--- src/rtl/telemetry_pkg.sv ---
// Shared telemetry link constants and the receive parser state encoding.
// The transmitter can import the same framing bytes.
package telemetry_pkg;

  localparam logic [7:0] SYNC_BYTE0    = 8'hAA;
  localparam logic [7:0] SYNC_BYTE1    = 8'h55;
  localparam int         PAYLOAD_BYTES = 6;

  typedef enum logic [2:0] {
    SYNC1,
    SYNC2,
    P1,
    P2,
    P3,
    P4,
    P5,
    P6
  } rx_state_e;

  // High payload bytes carry a 4-bit field; the upper nibble must be zero.
  function automatic logic hi_nibble_ok(input logic [7:0] b);
    return (b[7:4] == 4'h0);
  endfunction

endpackage

--- src/rtl/telemetry_rx_uart_rx.sv ---
// 8N1 UART byte receiver: two-flop line synchronizer, mid-bit sampling,
// rdy held until the consumer pulses clr_rdy or a new start bit arrives.
module UART_rx #(
  parameter int BIT_CYC = 2604
) (
  input  logic       clk,
  input  logic       rst_n,
  input  logic       RX,
  input  logic       clr_rdy,
  output logic [7:0] rx_data,
  output logic       rdy
);

  localparam int CNT_W = $clog2(BIT_CYC + 1);
  localparam logic [CNT_W-1:0] HALF_LOAD = CNT_W'(BIT_CYC / 2 - 1);
  localparam logic [CNT_W-1:0] FULL_LOAD = CNT_W'(BIT_CYC - 1);

  typedef enum logic {IDLE, RECV} uart_state_e;

  uart_state_e      state_q, state_d;
  logic             rx_meta_q, rx_meta_d;
  logic             rx_sync_q, rx_sync_d;
  logic [CNT_W-1:0] baud_q, baud_d;
  logic [3:0]       bit_q, bit_d;
  logic [8:0]       shift_q, shift_d;
  logic             rdy_q, rdy_d;

  always_comb begin
    state_d   = state_q;
    rx_meta_d = RX;
    rx_sync_d = rx_meta_q;
    baud_d    = baud_q;
    bit_d     = bit_q;
    shift_d   = shift_q;
    rdy_d     = rdy_q;
    if (clr_rdy) rdy_d = 1'b0;
    case (state_q)
      IDLE: begin
        if (!rx_sync_q) begin
          state_d = RECV;
          baud_d  = HALF_LOAD;
          bit_d   = 4'd0;
          rdy_d   = 1'b0;
        end
      end
      RECV: begin
        // Ten samples: start, eight data bits LSB first, stop.
        if (baud_q == '0) begin
          shift_d = {rx_sync_q, shift_q[8:1]};
          baud_d  = FULL_LOAD;
          bit_d   = bit_q + 4'd1;
          if (bit_q == 4'd9) begin
            state_d = IDLE;
            rdy_d   = 1'b1;
          end
        end else begin
          baud_d = baud_q - 1'b1;
        end
      end
      default: state_d = IDLE;
    endcase
  end

  always_ff @(posedge clk) begin
    if (!rst_n) begin
      state_q   <= IDLE;
      rx_meta_q <= 1'b1;
      rx_sync_q <= 1'b1;
      baud_q    <= '0;
      bit_q     <= 4'd0;
      shift_q   <= 9'd0;
      rdy_q     <= 1'b0;
    end else begin
      state_q   <= state_d;
      rx_meta_q <= rx_meta_d;
      rx_sync_q <= rx_sync_d;
      baud_q    <= baud_d;
      bit_q     <= bit_d;
      shift_q   <= shift_d;
      rdy_q     <= rdy_d;
    end
  end

  assign rx_data = shift_q[7:0];
  assign rdy     = rdy_q;

endmodule

--- src/rtl/telemetry_rx.sv ---
// Telemetry receiver: parses AA 55 + six payload bytes from UART_rx into
// shadow registers and commits all three measurements atomically.
module telemetry_rx
  import telemetry_pkg::*;
#(
  parameter int TIMEOUT_CYC = 131072,
  parameter int BIT_CYC     = 2604
) (
  input  logic        clk,
  input  logic        rst_n,
  input  logic        RX,
  output logic [11:0] batt_v,
  output logic [11:0] avg_curr,
  output logic [11:0] avg_torque,
  output logic        pkt_vld,
  output logic        pkt_err,
  output logic [7:0]  pkt_cnt
);

  localparam int GAP_W = $clog2(TIMEOUT_CYC);
  localparam logic [GAP_W-1:0] GAP_LIMIT = GAP_W'(TIMEOUT_CYC - 1);

  logic [7:0] rx_data;
  logic       rdy;
  logic       clr_rdy;

  UART_rx #(.BIT_CYC(BIT_CYC)) u_uart_rx (
    .clk     (clk),
    .rst_n   (rst_n),
    .RX      (RX),
    .clr_rdy (clr_rdy),
    .rx_data (rx_data),
    .rdy     (rdy)
  );

  // Every state consumes the byte it sees, so the handshake is just rdy.
  assign clr_rdy = rdy;

  rx_state_e        state_q, state_d;
  logic [GAP_W-1:0] gap_q, gap_d;
  logic [3:0]       sh_batt_hi_q, sh_batt_hi_d;
  logic [7:0]       sh_batt_lo_q, sh_batt_lo_d;
  logic [3:0]       sh_curr_hi_q, sh_curr_hi_d;
  logic [7:0]       sh_curr_lo_q, sh_curr_lo_d;
  logic [3:0]       sh_torq_hi_q, sh_torq_hi_d;
  logic [11:0]      batt_v_q, batt_v_d;
  logic [11:0]      avg_curr_q, avg_curr_d;
  logic [11:0]      avg_torque_q, avg_torque_d;
  logic             pkt_vld_q, pkt_vld_d;
  logic             pkt_err_q, pkt_err_d;
  logic [7:0]       pkt_cnt_q, pkt_cnt_d;

  always_comb begin
    state_d      = state_q;
    gap_d        = gap_q;
    sh_batt_hi_d = sh_batt_hi_q;
    sh_batt_lo_d = sh_batt_lo_q;
    sh_curr_hi_d = sh_curr_hi_q;
    sh_curr_lo_d = sh_curr_lo_q;
    sh_torq_hi_d = sh_torq_hi_q;
    batt_v_d     = batt_v_q;
    avg_curr_d   = avg_curr_q;
    avg_torque_d = avg_torque_q;
    pkt_vld_d    = 1'b0;
    pkt_err_d    = 1'b0;
    pkt_cnt_d    = pkt_cnt_q;
    if (rdy) begin
      gap_d = '0;
      case (state_q)
        SYNC1: if (rx_data == SYNC_BYTE0) state_d = SYNC2;
        SYNC2: begin
          if (rx_data == SYNC_BYTE1) begin
            state_d = P1;
          end else if (rx_data != SYNC_BYTE0) begin
            state_d   = SYNC1;
            pkt_err_d = 1'b1;
          end
        end
        P1, P3, P5: begin
          if (hi_nibble_ok(rx_data)) begin
            if (state_q == P1) sh_batt_hi_d = rx_data[3:0];
            if (state_q == P3) sh_curr_hi_d = rx_data[3:0];
            if (state_q == P5) sh_torq_hi_d = rx_data[3:0];
            state_d = rx_state_e'(state_q + 3'd1);
          end else begin
            state_d   = SYNC1;
            pkt_err_d = 1'b1;
          end
        end
        P2: begin
          sh_batt_lo_d = rx_data;
          state_d      = P3;
        end
        P4: begin
          sh_curr_lo_d = rx_data;
          state_d      = P5;
        end
        P6: begin
          batt_v_d     = {sh_batt_hi_q, sh_batt_lo_q};
          avg_curr_d   = {sh_curr_hi_q, sh_curr_lo_q};
          avg_torque_d = {sh_torq_hi_q, rx_data};
          pkt_vld_d    = 1'b1;
          pkt_cnt_d    = pkt_cnt_q + 8'd1;
          state_d      = SYNC1;
        end
        default: state_d = SYNC1;
      endcase
    end else if (state_q == SYNC1) begin
      gap_d = '0;
    end else if (gap_q == GAP_LIMIT) begin
      gap_d     = '0;
      state_d   = SYNC1;
      pkt_err_d = 1'b1;
    end else begin
      gap_d = gap_q + 1'b1;
    end
  end

  always_ff @(posedge clk) begin
    if (!rst_n) begin
      state_q      <= SYNC1;
      gap_q        <= '0;
      sh_batt_hi_q <= 4'd0;
      sh_batt_lo_q <= 8'd0;
      sh_curr_hi_q <= 4'd0;
      sh_curr_lo_q <= 8'd0;
      sh_torq_hi_q <= 4'd0;
      batt_v_q     <= 12'd0;
      avg_curr_q   <= 12'd0;
      avg_torque_q <= 12'd0;
      pkt_vld_q    <= 1'b0;
      pkt_err_q    <= 1'b0;
      pkt_cnt_q    <= 8'd0;
    end else begin
      state_q      <= state_d;
      gap_q        <= gap_d;
      sh_batt_hi_q <= sh_batt_hi_d;
      sh_batt_lo_q <= sh_batt_lo_d;
      sh_curr_hi_q <= sh_curr_hi_d;
      sh_curr_lo_q <= sh_curr_lo_d;
      sh_torq_hi_q <= sh_torq_hi_d;
      batt_v_q     <= batt_v_d;
      avg_curr_q   <= avg_curr_d;
      avg_torque_q <= avg_torque_d;
      pkt_vld_q    <= pkt_vld_d;
      pkt_err_q    <= pkt_err_d;
      pkt_cnt_q    <= pkt_cnt_d;
    end
  end

  assign batt_v     = batt_v_q;
  assign avg_curr   = avg_curr_q;
  assign avg_torque = avg_torque_q;
  assign pkt_vld    = pkt_vld_q;
  assign pkt_err    = pkt_err_q;
  assign pkt_cnt    = pkt_cnt_q;

endmodule

--- config.mk ---
export PLATFORM = sky130hd
export DESIGN_NAME = telemetry_rx
export DESIGN_NICKNAME = d
export VERILOG_FILES = /design/src/rtl/telemetry_pkg.sv /design/src/rtl/telemetry_rx_uart_rx.sv /design/src/rtl/telemetry_rx.sv
export SDC_FILE = /design/constraint.sdc
export NUM_CORES = 1
export LEC_CHECK = 0
export CAP_MARGIN = 30
export CORE_UTILIZATION = 60
export DETAILED_ROUTE_END_ITERATION = 8
export GPL_ROUTABILITY_DRIVEN = 0
export PLACE_DENSITY = 0.79
export SLEW_MARGIN = 15
export SYNTH_ARGS = -nofsm -noshare
export SYNTH_HDL_FRONTEND = slang
export SYNTH_SLANG_ARGS = --single-unit
--- constraint.sdc ---
create_clock -name clk -period 6.4 [get_ports clk]
set_clock_uncertainty 0.05 [all_clocks]
set_input_delay 1.28 -clock clk [delete_from_list [all_inputs] [get_ports clk]]
set_output_delay 1.28 -clock clk [all_outputs]
set_load 0.005 [all_outputs]
# After elaboration in Yosys (flattened, before gate mapping)
# Cells that the tools add are included.
[word_totals]
reg_bits = 123
latch_bits = 0
mem_bits_rw = 0
romBits = 0
word_cells = 89
mem_count = 0
[classes]
addsub = 5
multipliers = 0
n_div = 0
order_cmp = 0
eq_ne = 17
shift = 0
mux = 29
n_bitwise = 2
n_reduce_logical = 16
[op_table]
columns = ["op", "n"]
rows = [
  ["two-way mux 12 bit", 2],
  ["case mux 12 bit (2 select lines)", 1],
  ["two-way mux 3 bit", 7],
  ["case mux 3 bit (6 select lines)", 1],
  ["adder 17 x 1 -> 17 bit, second input constant", 1],
  ["== test 17 bit, second input constant", 1],
  ["AND reduction 4 bit", 4],
  ["== test 3 bit, second input constant", 4],
  ["zero test 12 bit", 1],
  ["two-way mux 1 bit", 12],
  ["AND reduction 2 bit", 6],
  ["subtractor 12 x 1 -> 12 bit, second input constant", 1],
  ["adder 8 x 1 -> 8 bit, second input constant", 1],
  ["== test 8 x 7 -> 1 bit, second input constant", 1],
  ["== test 8 bit, second input constant", 1],
  ["two-way mux 4 bit", 2],
  ["!= test 8 bit, second input constant", 1],
  ["case mux 4 bit (2 select lines)", 1],
  ["== test 3 x 2 -> 1 bit, second input constant", 2],
  ["!= test 2 bit, second input constant", 3],
  ["case mux 1 bit (2 select lines)", 3],
  ["adder 4 x 1 -> 4 bit, second input constant", 1],
  ["== test 4 bit, second input constant", 1],
  ["zero test 4 bit", 1],
  ["other kinds (9)", 10],
]

# Logic depth before layout (Yosys ltp)
[depth]
word_depth = 5
depth_mapped = 9
ltp_nobuf = 9

# Hierarchy
# A second synthesis with hierarchy kept.
[hier_totals]
hier_cells = 606
area_unflattened_um2 = 5316.3
[modules_own_cells]
columns = ["mod", "n_inst", "cells_per_inst", "area_each_um2", "seq_area_each_um2"]
rows = [
  ["telemetry_rx", 1, 432, 3893.7, 1881.8],
  ["UART_rx", 1, 174, 1422.6, 580.6],
]

# Least setup slack after synthesis
# No wires, ideal clock.
[synth_path]
path_type = "input to register"
start = "input rst_n"
end = "register pkt_cnt_q[0] (netlist: pkt_cnt[0])"
setup_time_ns = 0.128
arrival_time_ns = 2.227
required_ns = 6.222
setup_slack_ns = 3.995
cell_stages = 5
path_buffers = 3
cell_sequence = "clkbuf_1 inv_2 clkbuf_1 clkbuf_1 nor2_1"
[synth_lines]
columns = ["element", "line", "text"]
rows = [
  ["from (decl)", "telemetry_rx.sv:10", "input logic rst_n,"],
  ["to (signal assigned)", "telemetry_rx.sv:147", "pkt_cnt_q <= pkt_cnt_d;"],
  ["to (decl)", "telemetry_rx.sv:51", "logic [7:0] pkt_cnt_q, pkt_cnt_d;"],
]
# No word-level cell between the ends.

# Worst setup path in the final report
[layout_path]
start = "input rst_n"
end = "register sh_curr_hi_q[1]"
[layout_lines]
columns = ["element", "line", "text"]
rows = [
  ["to (signal assigned)", "telemetry_rx.sv:139", "sh_curr_hi_q <= sh_curr_hi_d;"],
  ["to (decl)", "telemetry_rx.sv:43", "logic [3:0] sh_curr_hi_q, sh_curr_hi_d;"],
]
# No word-level cell between the ends.

==> reports/metrics.cfg <==
[outcome]
outcome=finished, final reports clean

[detailed_routing]
drt-pass1-iter-count=5
vias_per_cell=5.580
via_count=4213
route.detailed.drc=0
drtIter0Drc=243
postRouteAntennaNets=0
wirelength_um=10360
wl_per_cell_um=13.72

[floorplanning]
dieArea_mm2=0.008804
initial_core_util=0.6189
die_h_um=93.83
core_mm2=0.008175
num_rows=33
pin_count=49
die_x_um=93.83

[finish]
drive_above_1_share=0.06923
final_common_cell=nand2_1
nets=653
antenna_cells=0
area_delta_synth_final_pct=20.38
final_cell_mix=125 x nand2_1, 123 x dfxtp_1, 76 x a21oi_1

[clocking]
cts.htree.levels=4
postCtsSetupBuffers=0
clk_latency_ns=0.51
cts_buffers=17
clk_path_buf_depth=2
postCtsHoldBufs=0
cts_tree=built
cts_resized=0
clk_pin_slew_ns=0.06
cts_sinks=123
cts_root_buffer=clkbuf_8

[worst_setup_path]
crit_chain=clkdlybuf4s50_1, inv_2, buf_4, nor2_1
slowest_stage=buf_4
start_kind=input port
reg2reg_from=gap_q[0]
crit_required_ns=6.72
critPathKind=input port to register
cpLargestDelayFamily=buffers and inverters
critical_path_buf_inv_count=3
rr_endpoint=state_q[2]
r2r_slack_ns=4.03
slowest_delay_ns=0.62
cp-end-kind=register
cp_max_fo=66
reg2reg_depth=9
arrival_ns=3.18

[synth]
synth_adder_area_share=0.03215
synth_xor_area_frac=0.02943
synth-compound-area-share=0.1217
synth_area_mm2=0.005060
synth.top_cell.area_share=0.4866
synth.distinct_cells=47
synth_top_family_by_area=simple AND/OR/NAND/NOR gates
synth-edff-count=0
synth_area_per_cell_um2=8.350
yosysWarningCount=0
synth.largest_area_cell=dfxtp_1
ys_seq_elements=123
synth_fp_nets=622
syn_inst=606
synthMuxAreaShare=0.04377
synth_flop_cell=dfxtp_1
synthSimpleGateAreaFrac=0.2428
seq_area_frac_synth=0.4866
async_flop_share=0
synth.area.top_cells=dfxtp_1 49%, nand2_1 9.3%, a21oi_1 7.5%, nor2_1 4.4%, mux2i_1 4.2%

[global_route]
grt_pass1_vias=3958
grt_max_degree=67
grt_util_all_layers=0.2572
grt.overflow.total=0
grt_pass1_wl_um=17830
antenna_found_initial=0

[placement]
hpwl_um=6730
port_buffers=48
pre_cts_slack_ns=3.062

[power_and_ir_drop]
cellPowerDensity_mw_per_mm2=290.3
p_leak_nw=2.226
peakVddDrop_mv=0.1843

[sta]
timing.final.ws_setup_ns=3.545
relSlewSlack=0.5186
min_period_ns=2.855
drv_slew=0
finalHoldWorstSlack_ns=0.3769
fmax_mhz=350.2
fin_setup_tns_ns=0
fin_crit_sh=0.4462
rsz0062_at_grt=no
hold_viol=0
tightest_slew_ns=0.7211
setup_violations=0

[worst_hold_path]
hold_path_depth=1
min_from=u_uart_rx.rx_meta_q
worst_hold_path.endpoint=u_uart_rx.rx_sync_q
hp-class=register to register

[job]
drv_cap=0

-- worst max-delay path by stage --
stage                    start              end  slack (ns)  cells after the start
global placement         rst_n  sh_curr_lo_q[0]        3.10                      4
detailed placement       rst_n  sh_curr_hi_q[1]        3.06                      4
finish                   rst_n  sh_curr_hi_q[1]        3.54                      4
floorplan                rst_n       pkt_cnt[0]        4.00                      5
CTS                 pkt_cnt[4]       pkt_cnt[4]        3.58                      1
global route             rst_n  sh_curr_lo_q[4]        3.45                      4
-- layout make-up --
type	count	area [um2]
flip-flops and latches	123	2462
multi-input cells	430	2377
fillers	599	2085
repair buffers	51	503.0
clock buffers	17	414.1
clock inverters	15	150.1
well taps	105	131.4
inverters	14	52.55
-- kinds of logic (layout without fill, tap and decap cells) --
family	after synthesis	in the layout
XOR/XNOR	17	17
buffers and inverters	53	97
AND/OR/NAND/NOR	268	268
AO/OA/AOI/OAI	110	110
multiplexers	22	22
adder cells (fa/ha/maj)	13	13
flip-flops	123	123
-- sequential cells by signal, summed over array words and instances, names as in the netlist --
signal / cells
sh_curr_hi_q: 4
u_uart_rx.state_q: 1
avg_curr: 12
state_q: 3
pkt_cnt: 8
pkt_err: 1
u_uart_rx.rdy: 1
sh_curr_lo_q: 8
u_uart_rx.shift_q: 9
sh_batt_lo_q: 8
u_uart_rx.baud_q: 12
pkt_vld: 1
u_uart_rx.rx_sync_q: 1
u_uart_rx.rx_meta_q: 1
sh_batt_hi_q: 4
sh_torq_hi_q: 4
avg_torque: 12
u_uart_rx.bit_q: 4
gap_q: 17
batt_v: 12
-- synthesized netlist by cell type, drive strengths merged, types with 5 or more instances --
library cell / instances
nand2: 125
dfxtp: 123
a21oi: 76
nor2: 59
clkbuf: 27
nand3: 22
mux2i: 21
inv: 14
ha: 13
nand4: 13
buf: 12
o21ai: 12
xor2: 11
nand2b: 9
nor3: 9
a31oi: 6
xnor2: 6
a311oi: 5
and2: 5
or3: 5
-- routing by layer --
layer / GRT usage / up-vias / wire length, um
li1: - / 2107 / -
met1: 0.3082 / 1956 / 4501
met2: 0.4319 / 127 / 5108
met3: 0.06553 / 23 / 497
met4: 0.1167 / 0 / 250
met5: 0 / - / 0
-- per-stage QoR --
stage	power, W	instances	cell area, um2	utilization
final	0.001768	755	6091	0.7450
after global routing	0.001822	755	6091	0.7450
after CTS	0.001775	755	6091	0.7450
after detailed placement	0.0008781	723	5527	0.6760
after global placement	0.0008762	723	5527	0.6760
after floorplan	0.0008673	606	5060	-
-- report_power, final --
| part | total [W] | leakage (nW) | switching (W) | internal [W] |
|---|---|---|---|---|
| clock network | 0.000905 | 0.270 | 0.000352 | 0.000552 |
| registers | 0.000785 | 0.992 | 0.0000114 | 0.000774 |
| logic | 0.0000786 | 0.964 | 0.0000487 | 0.0000299 |
| total | 0.00177 | 2.23 | 0.000412 | 0.00136 |
Power figures use the tool's default switching activity.
